[config.mk]
export PLATFORM = sky130hd
export DESIGN_NAME = imem_arbiter
export DESIGN_NICKNAME = d
export VERILOG_FILES = /design/src/rtl/imem_arb_pkg.sv /design/src/rtl/arb_starve_ctr.sv /design/src/rtl/imem_arbiter.sv
export SDC_FILE = /design/constraint.sdc
export NUM_CORES = 1
export LEC_CHECK = 0
export BUFFER_PORTS_ARGS = -buffer_cell sky130_fd_sc_hd__buf_2
export CAP_MARGIN = 5
export CORE_UTILIZATION = 28
export CTS_BUF_LIST = sky130_fd_sc_hd__clkbuf_8
export CTS_CLUSTER_SIZE = 28
export DETAILED_ROUTE_END_ITERATION = 6
export HOLD_SLACK_MARGIN = 0.03
export PLACE_DENSITY = 0.7
export SLEW_MARGIN = 30
export SYNTH_ARGS = -nofsm -noshare
export SYNTH_HDL_FRONTEND = slang
export SYNTH_SLANG_ARGS = --single-unit
[constraint.sdc]
create_clock -name clk -period 1.6 [get_ports clk]
set_input_delay 0.16 -clock clk [delete_from_list [all_inputs] [get_ports clk]]
set_output_delay 0.16 -clock clk [all_outputs]
set_load 0.05 [all_outputs]
[src/rtl/imem_arb_pkg.sv]
// Shared types and constants for the instruction-ROM arbiter.
// Used by imem_arbiter and its statistics option (IMEM_ARB_STATS_EN).
package imem_arb_pkg;

  typedef enum logic {
    PRIO_FETCH = 1'b0,
    PRIO_DBG   = 1'b1
  } prio_e;

  typedef enum logic [1:0] {
    OWN_NONE  = 2'd0,
    OWN_FETCH = 2'd1,
    OWN_DBG   = 2'd2
  } owner_e;

  localparam int STAT_W = 16;

endpackage

[src/rtl/arb_starve_ctr.sv]
// Saturating count of consecutive denied debug cycles; hit flags the cycle
// whose denial brings the count to STARVE_LIMIT.
module arb_starve_ctr #(
  parameter int STARVE_LIMIT = 4
) (
  input  logic clk,
  input  logic rst_n,
  input  logic inc,
  input  logic clr,
  output logic hit
);

  localparam int CNT_W = $clog2(STARVE_LIMIT + 1);
  localparam logic [CNT_W-1:0] LIMIT = CNT_W'(STARVE_LIMIT);

  logic [CNT_W-1:0] cnt;

  always_ff @(posedge clk or negedge rst_n) begin
    if (!rst_n) begin
      cnt <= '0;
    end else if (clr) begin
      cnt <= '0;
    end else if (inc && (cnt != LIMIT)) begin
      cnt <= cnt + 1'b1;
    end
  end

  // Looks ahead so priority flips on the same edge the count reaches the limit.
  assign hit = inc & ~clr & (cnt >= (LIMIT - 1'b1));

endmodule

[src/rtl/imem_arbiter.sv]
// Fetch/debug arbiter for the single-ported synchronous instruction ROM.
// Optional grant statistics enabled by defining IMEM_ARB_STATS_EN.
module imem_arbiter
  import imem_arb_pkg::*;
#(
  parameter int A_WIDTH      = 8,
  parameter int I_WIDTH      = 12,
  parameter int STARVE_LIMIT = 4
) (
  input  logic               clk,
  input  logic               rst_n,
  input  logic               f_req_i,
  input  logic [A_WIDTH-1:0] f_addr_i,
  input  logic               f_flush_i,
  output logic               f_gnt_o,
  output logic               f_rvalid_o,
  output logic [I_WIDTH-1:0] f_rdata_o,
  input  logic               d_req_i,
  input  logic [A_WIDTH-1:0] d_addr_i,
  output logic               d_gnt_o,
  output logic               d_rvalid_o,
  output logic [I_WIDTH-1:0] d_rdata_o,
  output logic               mem_en_o,
  output logic [A_WIDTH-1:0] mem_addr_o,
  input  logic [I_WIDTH-1:0] mem_data_i
`ifdef IMEM_ARB_STATS_EN
  ,
  output logic [STAT_W-1:0]  f_gnt_cnt_o,
  output logic [STAT_W-1:0]  d_gnt_cnt_o
`endif
);

  prio_e  state;
  owner_e owner_p1;
  logic   f_gnt;
  logic   d_gnt;
  logic   starve_inc;
  logic   starve_hit;

  // Grants are combinational; forced low while reset is asserted.
  always_comb begin
    f_gnt = 1'b0;
    d_gnt = 1'b0;
    if (rst_n) begin
      if (state == PRIO_DBG) begin
        d_gnt = d_req_i;
        f_gnt = f_req_i & ~f_flush_i & ~d_req_i;
      end else begin
        f_gnt = f_req_i & ~f_flush_i;
        d_gnt = d_req_i & ~f_gnt;
      end
    end
  end

  assign f_gnt_o    = f_gnt;
  assign d_gnt_o    = d_gnt;
  assign mem_en_o   = f_gnt | d_gnt;
  assign mem_addr_o = f_gnt ? f_addr_i : (d_gnt ? d_addr_i : '0);

  assign starve_inc = d_req_i & ~d_gnt;

  arb_starve_ctr #(
    .STARVE_LIMIT(STARVE_LIMIT)
  ) u_starve (
    .clk  (clk),
    .rst_n(rst_n),
    .inc  (starve_inc),
    .clr  (~starve_inc),
    .hit  (starve_hit)
  );

  always_ff @(posedge clk or negedge rst_n) begin
    if (!rst_n) begin
      state    <= PRIO_FETCH;
      owner_p1 <= OWN_NONE;
    end else begin
      case (state)
        PRIO_FETCH: if (starve_hit) state <= PRIO_DBG;
        PRIO_DBG:   if (d_gnt)      state <= PRIO_FETCH;
        default:                    state <= PRIO_FETCH;
      endcase
      owner_p1 <= f_gnt ? OWN_FETCH : (d_gnt ? OWN_DBG : OWN_NONE);
    end
  end

  // Read-data stage: ROM output routed to the owner of last cycle's grant.
  assign f_rvalid_o = (owner_p1 == OWN_FETCH) & ~f_flush_i;
  assign d_rvalid_o = (owner_p1 == OWN_DBG);
  assign f_rdata_o  = f_rvalid_o ? mem_data_i : '0;
  assign d_rdata_o  = d_rvalid_o ? mem_data_i : '0;

`ifdef IMEM_ARB_STATS_EN
  always_ff @(posedge clk or negedge rst_n) begin
    if (!rst_n) begin
      f_gnt_cnt_o <= '0;
      d_gnt_cnt_o <= '0;
    end else begin
      if (f_gnt) f_gnt_cnt_o <= f_gnt_cnt_o + 1'b1;
      if (d_gnt) d_gnt_cnt_o <= d_gnt_cnt_o + 1'b1;
    end
  end
`endif

endmodule

## Word-level counts from Yosys, hierarchy flattened

Cells that the tools add are included.

- Register bits after elaboration: 6
- Bits in latches: 0
- RAM bits: 0
- ROM bits: 0
- Input bits: 33
- Output and inout bits: 37
- Word-level logic and storage cells: 37
- Memories kept: 0

- Add/sub/neg operators: 1
- Multiply operators: 0
- Div/mod/pow operators: 0
- Magnitude comparators: 1
- Equal/unequal tests: 4
- Shift operators: 0
- Muxes and demuxes: 15
- Bitwise operators: 12
- Reductions and logical operators: 1

Operator list:

| operator | number |
|---|---|
| 12-bit two-way mux | 2 |
| 8-bit two-way mux | 2 |
| 1-bit AND | 6 |
| 1-bit two-way mux | 6 |
| 3-bit two-way mux | 2 |
| 1-bit NOT | 5 |
| 2-bit two-way mux | 2 |
| 3-bit by 1-bit adder with 3-bit output, second input constant | 1 |
| 3-bit by 2-bit greater-or-equal comparator with 1-bit output, second input constant | 1 |
| 3-bit != test, second input constant | 1 |
| 2-bit by 1-bit equality test with 1-bit output, second input constant | 1 |
| 2-bit equality test, second input constant | 1 |
| 2-bit != test, second input constant | 1 |
| 1-bit one-hot mux with 2 select lines | 1 |
| 1-bit logical AND | 1 |
| 1-bit bitwise OR | 1 |

## Longest topological paths before layout

Gate-level depths: netlist of run 1.

- Depth in word-level cells: 11
- Depth in mapped cells: 5
- Depth with buffers taken out: 5

## Modules after synthesis

From an unflattened synthesis of run 1, not the netlist that was laid out.

- Cell total of the unflattened synthesis: 73
- Area, all modules: 613.1 um^2

Modules (own cells, without submodules):

| module | instances | cells an instance | area an instance (um^2) | seq. area each (um^2) |
|---|---|---|---|---|
| imem_arbiter | 1 | 53 | 417.9 | 75.1 |
| arb_starve_ctr | 1 | 20 | 195.2 | 75.1 |

## Least setup slack after synthesis of run 1

No wires, ideal clock.

- Kind: reg-to-output
- From: reg state
- To: out mem_addr_o[0]
- Arrival: 1.419 ns
- Data required time: 1.440 ns
- Slack: 0.021 ns
- Cell stages (with the launch flop): 3
- Path buffers: 0
- Cell sequence: dfrtp_1 a21oi_4 a22o_1

- Elaborated cells on any way between the ends: 6
- Those cells by class: 6 x mux

RTL lines:

| item | line | text |
|---|---|---|
| start, declared | imem_arbiter.sv:33 | `prio_e state;` |
| start signal, assigned | imem_arbiter.sv:74 | `state <= PRIO_FETCH;` |
| start signal, assigned | imem_arbiter.sv:78 | `PRIO_FETCH: if (starve_hit) state <= PRIO_DBG;` |
| start signal, assigned | imem_arbiter.sv:79 | `PRIO_DBG: if (d_gnt) state <= PRIO_FETCH;` |
| 1-bit two-way mux | imem_arbiter.sv:45 | `if (state == PRIO_DBG) begin` |
| 1-bit two-way mux | imem_arbiter.sv:44 | `if (rst_n) begin` |
| net f_gnt_o | imem_arbiter.sv:15 | `output logic f_gnt_o,` |
| 8-bit two-way mux | imem_arbiter.sv:58 | `assign mem_addr_o = f_gnt ? f_addr_i : (d_gnt ? d_addr_i : '0);` |
| end, declared | imem_arbiter.sv:24 | `output logic [A_WIDTH-1:0] mem_addr_o,` |

The timed path passes the listed nets, and every way through them passes these cells.

## Worst setup path in the final report of run 1

- From: reg state
- To: out mem_addr_o[2]

- Longest elaborated chain between the ends: 4
- Elaborated cells on any way between the ends: 6
- Those cells by class: 6 x mux

Ends and longest elaborated chain:

| item | line |
|---|---|
| 1-bit two-way mux | imem_arbiter.sv:45 |
| 1-bit two-way mux | imem_arbiter.sv:44 |
| 8-bit two-way mux | imem_arbiter.sv:58 |
| 8-bit two-way mux * | imem_arbiter.sv:58 |

Every way passes the cells marked *; elsewhere a longest branch is shown, timed or not.

==> results of run 1 <==
routing by layer:
layer	track usage	wire (µm)	vias up
li1	-	-	382
met1	0.152	702	342
met2	0.240	849	50
met3	0.0259	185	0
met4	0.0667	0	0
met5	0	0	-
sequential cells by signal, indices dropped and copies added (netlist names):
| register | count |
|---|---|
| state | 1 |
| u_starve.cnt | 3 |
| owner_p1 | 2 |
layout by cell type, fill, tap and decap left out:
cell type	instances
nor3b_2	1
a211oi_1	1
o21ai_1	1
inv_1	5
dfrtp_1	5
nand3_1	1
a22o_1	8
nand3b_4	1
buf_4	10
nand2_1	4
and2_1	24
ha_1	3
buf_2	62
a21oi_1	3
nor2_1	3
dfrtp_2	1
nor2b_1	1
nor2_4	1
nor3b_4	1
o21ai_2	1
dlygate4sd3_1	1
clkbuf_8	3
a21oi_4	1
xnor2_1	1
cell usage after synthesis:
master / count
nor2b_1: 1
nor3b_2: 1
a211oi_1: 1
nand3_1: 1
nor3b_4: 1
nor2_1: 3
o21ai_2: 1
buf_2: 2
inv_1: 5
a22o_1: 8
ha_1: 3
o21ai_1: 1
and2_1: 24
nor2_4: 1
nand3b_4: 1
dfrtp_1: 6
a21oi_4: 1
a21oi_1: 3
nand2_1: 4
xnor2_1: 1
worst max-delay path by stage:
stage / from / endpoint / slack (ns)
after global routing: state / mem_addr_o[3] / 0.003
after floorplan: state / mem_addr_o[0] / 0.02
after CTS: state / mem_addr_o[4] / 0.007
after detailed placement: state / mem_addr_o[4] / 0.21
after global placement: state / mem_addr_o[2] / 0.26
final: state / mem_addr_o[2] / 0.07
per-stage QoR:
step | area, µm² | instances
after floorplan | 598 | 69
after global placement | 982 | 165
after detailed placement | 982 | 165
after CTS | 1040 | 170
after global routing | 1060 | 170
final | 1060 | 170
power by group through the flow:
stage / combinational, mW / clock, mW / sequential (mW)
floorplan: 0.201 / 0 / 0.172
global placement: 0.290 / 0 / 0.173
detailed placement: 0.293 / 0 / 0.174
CTS: 0.299 / 0.230 / 0.172
global route: 0.331 / 0.242 / 0.173
finish: 0.306 / 0.224 / 0.173
worst reg2reg max path, delay by kind of cell (launching register included):
kind	cells	cell delay, ns
flops	1	0.41
fa+ha+maj	2	0.38
compound gates	2	0.37
what timing repair did:
item | CTS | global route
endpoints found under the hold margin | 6 | 0
pin swaps | 1 | 3
setup endpoints to repair | 8 | 8
resized for setup | 0 | 15
buffers inserted | 1 | 0
hold buffers | 1 | 0
area by class of cell:
| type | instances | area (µm²) | area share |
|---|---|---|---|
| flip-flops and latches | 6 | 151 | 0.143 |
| inverters | 5 | 18.8 | 0.0177 |
| multi-input cells | 56 | 419 | 0.396 |
| clock buffers | 3 | 41.3 | 0.0390 |
| well taps | 27 | 33.8 | 0.0319 |
| repair buffers | 73 | 395 | 0.373 |
cell families (layout without fill, tap and decap cells):
kind of cell / after synthesis / count (layout) / synth area share
xor gates and xnor gates: 1 / 1 / 0.0146
and+or+nand+nor: 37 / 37 / 0.418
DFF: 6 / 6 / 0.251
buffers and inverters: 7 / 81 / 0.0481
adders and majority gates: 3 / 3 / 0.0628
AOI/OAI and AO/OA: 15 / 15 / 0.205
==> impl_metrics.json, run 1 <==
{
  "required_ns": 1.44,
  "htreeDepth": 1,
  "r2r_end": "state",
  "whs_ns": 0.241,
  "clockPowerShare": 0.319,
  "vias": 774,
  "die_h_um": 48.2,
  "power_density_nw_per_um2": 662,
  "grt_pass1_vias": 572,
  "drv_cap": 0,
  "slew_viol_final": 0,
  "layout_setup_ws_ns": 0.0687,
  "rr_worst_depth": 4,
  "synth_seq_cells": 6,
  "fillers": 192,
  "cts.sinks": 6,
  "min_from": "d_req_i",
  "grt_pass1_wl_um": 2170,
  "synth.largest_area_cell": "and2_1",
  "fin_crit_sh": 0.957,
  "antenna_cells": 0,
  "combPwrFrac": 0.435,
  "arrival_ns": 1.37,
  "yosysSeqAreaShare": 0.251,
  "critPathSlowestCell": "dfrtp_2",
  "ios": 70,
  "firstDrtPassIters": 4,
  "fmax_mhz": 653,
  "grt_util_all_layers": 0.135,
  "detail_route.wl_per_cell_um": 10.2,
  "place_ws_ns": 0.212,
  "rsz0062_at_grt": "false",
  "ys_warn_count": 0,
  "syn-cell-area_um2": 598,
  "row_count": 16,
  "cpPeakStageDelay_ns": 0.44,
  "path_class": "flop to output pin",
  "cts_buffer_depth": 2,
  "drt_iter0_drc": 7,
  "drive_gt1_frac": 0.573,
  "insertion_delay_ns": 0.22,
  "yosysUniqueCellTypes": 20,
  "path_max_fanout": 9,
  "numPortBuffers": 69,
  "routed_via_density": 4.55,
  "final-hold-violation-count": 0,
  "status": "completed",
  "routed_wl_um": 1740,
  "die-area_um2": 2320,
  "path_buf_inv": 1,
  "endpoint_kind": "output pin",
  "fin_util": 0.535,
  "grt_max_degree": 14,
  "cp_cell_sequence": "nor3b_4 > nor2_4 > a22o_1 > buf_2",
  "initial_core_util": 0.302,
  "leakage_nw": 0.638,
  "hpwlAfterDp_um": 1410,
  "cp.depth": 4,
  "crit_path_start_kind": "flop",
  "finalCriticalPeriod_ns": 1.53,
  "coreArea_um2": 1980,
  "cts_buffers": 3,
  "gp_congestion": 0.680,
  "synth_fp_nets": 105,
  "syn-instance-count": 69,
  "clock_skew_ns": 0.00125,
  "antenna_found_initial": 0,
  "syn_avg_cell_area_um2": 8.67,
  "cts.clk_slew.worst_paths_ns": 0.04,
  "setup_violations": 0,
  "min_to": "owner_p1[0]",
  "cts_tree": "done",
  "hp-class": "input pin to flop",
  "synth_area_leaders": "and2_1 25%, dfrtp_1 25%, a22o_1 12%, ha_1 6.3%, nand3b_4 3.3%",
  "drc": 0,
  "holdPathStages": 2,
  "setup_tns_ns": 0,
  "synth_top_area_share": 0.251,
  "final_nets": 181,
  "cp_top_family": "flip-flops",
  "maxSlewHeadroom": 0.810,
  "peakVddDrop_mv": 0.464,
  "areaGrowthSynthToFinish_pct": 77.2,
  "cts_root_buffer": "clkbuf_8",
  "power_frac_seq": 0.246,
  "switching_power_uw": 276,
  "power.total_uw": 702,
  "r2r_setup_slack_ns": 0.30,
  "drtAntennaViolNets": 0,
  "reg2reg_from": "u_starve.cnt[0]",
  "swShare": 0.393,
  "grt-ovfl-total": 0,
  "tightest_slew_ns": 0.284,
  "die_w_um": 48.2,
  "internal_power_uw": 426
}
No activity file was read; power rests on OpenSTA's default activity.
==> inputs of run 2 (changes only) <==
- clock period: 1.6 -> 1.55 ns (I/O delays scaled with it)
==> run 2 against run 1 <==
Net effect: combinational power is 9.5% higher; wire length is 6.8% higher; register-to-register slack worse by 0.03 ns; largest power group unchanged; highest routed layer is now met4.
==> impl_metrics.json, run 2 (synthesis gave the netlist of run 1 again) <==
{
  "regArea_um2": 151,
  "top_register": "u_starve.cnt",
  "final-hold-violation-count": 0,
  "cts_tree": "done",
  "hp-class": "input pin to flop",
  "multi_input_area_um2": 432,
  "die_h_um": 48.2,
  "drc": 0,
  "antenna_found_initial": 0,
  "hpwlAfterDp_um": 1430,
  "cts_root_buffer": "clkbuf_8",
  "setup_tns_ns": 0,
  "routed_via_density": 4.62,
  "cp_cell_sequence": "nor3b_4 > nor2_4 > a22o_2 > buf_6",
  "rsz0062_at_grt": "true",
  "cts.sinks": 6,
  "cpPeakStageDelay_ns": 0.44,
  "detail_route.wl_per_cell_um": 10.9,
  "fillers": 206,
  "cts_buffer_depth": 2,
  "path_buf_inv": 1,
  "power_density_nw_per_um2": 658,
  "cp_top_family": "flip-flops",
  "initial_core_util": 0.302,
  "coreArea_um2": 1980,
  "arrival_ns": 1.37,
  "insertion_delay_ns": 0.23,
  "crit_path_start_kind": "flop",
  "tightest_slew_ns": 0.297,
  "cts.clk_slew.worst_paths_ns": 0.03,
  "drt_iter0_drc": 6,
  "clock_skew_ns": 0.00412,
  "peakVddDrop_mv": 0.552,
  "grt-ovfl-total": 0,
  "drive_gt1_frac": 0.636,
  "firstDrtPassIters": 4,
  "vias": 786,
  "largestRegisters": "u_starve.cnt: 3 flops, owner_p1: 2 flops, state: 1 flops",
  "drtAntennaViolNets": 0,
  "cts_buffers": 3,
  "routed_wl_um": 1860,
  "largest_reg_flops": 3,
  "grt_max_degree": 14,
  "path_class": "flop to output pin",
  "grt_pass1_vias": 568,
  "grt_pass1_wl_um": 2230,
  "areaGrowthSynthToFinish_pct": 90.4,
  "row_count": 16,
  "die-area_um2": 2320,
  "maxSlewHeadroom": 0.802,
  "grt_util_all_layers": 0.145,
  "power.total_uw": 749,
  "htreeDepth": 1,
  "status": "completed",
  "ios": 70,
  "layout_commonest_cell": "buf_2",
  "slew_viol_final": 0,
  "endpoint_kind": "output pin",
  "critPathSlowestCell": "dfrtp_2",
  "final_cell_mix": "49 x buf_2, 23 x and2_1, 14 x buf_4",
  "leakage_nw": 0.650,
  "die_w_um": 48.2,
  "numPortBuffers": 69,
  "fmax_mhz": 655,
  "setup_violations": 0,
  "final_nets": 181,
  "finalCriticalPeriod_ns": 1.53,
  "fin_crit_sh": 0.985,
  "antenna_cells": 0,
  "gp_congestion": 0.704,
  "drv_cap": 0,
  "path_max_fanout": 9,
  "required_ns": 1.39
}
[run 2: layer usage]
layer	up-vias	routed length, µm	global-route usage
met3	4	240	0.0370
met2	53	878	0.253
met4	0	28	0.0833
met1	351	707	0.157
met5	-	0	0
li1	378	-	-
[run 2: stage by stage]
step | std cells | setup slack [ns] | util | hold slack [ns] | area, µm²
after floorplan | 69 | 0.00999 | - | -0.141 | 608
after global placement | 165 | 0.181 | 0.501 | 0.0155 | 992
after detailed placement | 165 | 0.129 | 0.501 | 0.0164 | 992
after CTS | 170 | 0.00431 | 0.556 | 0.233 | 1100
after global routing | 170 | -0.0219 | 0.574 | 0.247 | 1140
final | 170 | 0.0240 | 0.574 | 0.234 | 1140
[run 2: final cells by class]
type	instances	share of cell area
clock buffers	3	0.0363
inverters	5	0.0165
multi-input cells	56	0.379
flip-flops and latches	6	0.133
well taps	27	0.0297
repair buffers	73	0.405
[run 2: power by group]
part	switching, mW	internal (mW)	total (mW)
Combinational	0.213	0.122	0.335
Clock	0.0685	0.167	0.235
Sequential	0.0111	0.168	0.179
Total	0.293	0.456	0.749
[run 2: worst paths after layout]
| check | from | endpoint | slack (ns) | cells after the start |
|---|---|---|---|---|
| setup / recovery | state | mem_addr_o[7] | 0.02 | 4 |
| hold / removal | d_req_i | owner_p1[0] | 0.23 | 2 |
| setup reg to reg | u_starve.cnt[0] | state | 0.27 | 4 |
| hold reg to reg | u_starve.cnt[2] | u_starve.cnt[1] | 0.59 | 2 |
| max in group asynchronous | rst_n | state | 0.91 | 2 |
| min in group asynchronous | rst_n | u_starve.cnt[1] | 0.40 | 2 |
[run 2: timing repair]
item / in CTS / in global routing
hold buffers: 1 / 0
setup endpoints to repair: 8 / 20
hold endpoints to repair: 6 / 0
buffers inserted: 1 / 0
pin swaps: 2 / 1
resized for setup: 17 / 26
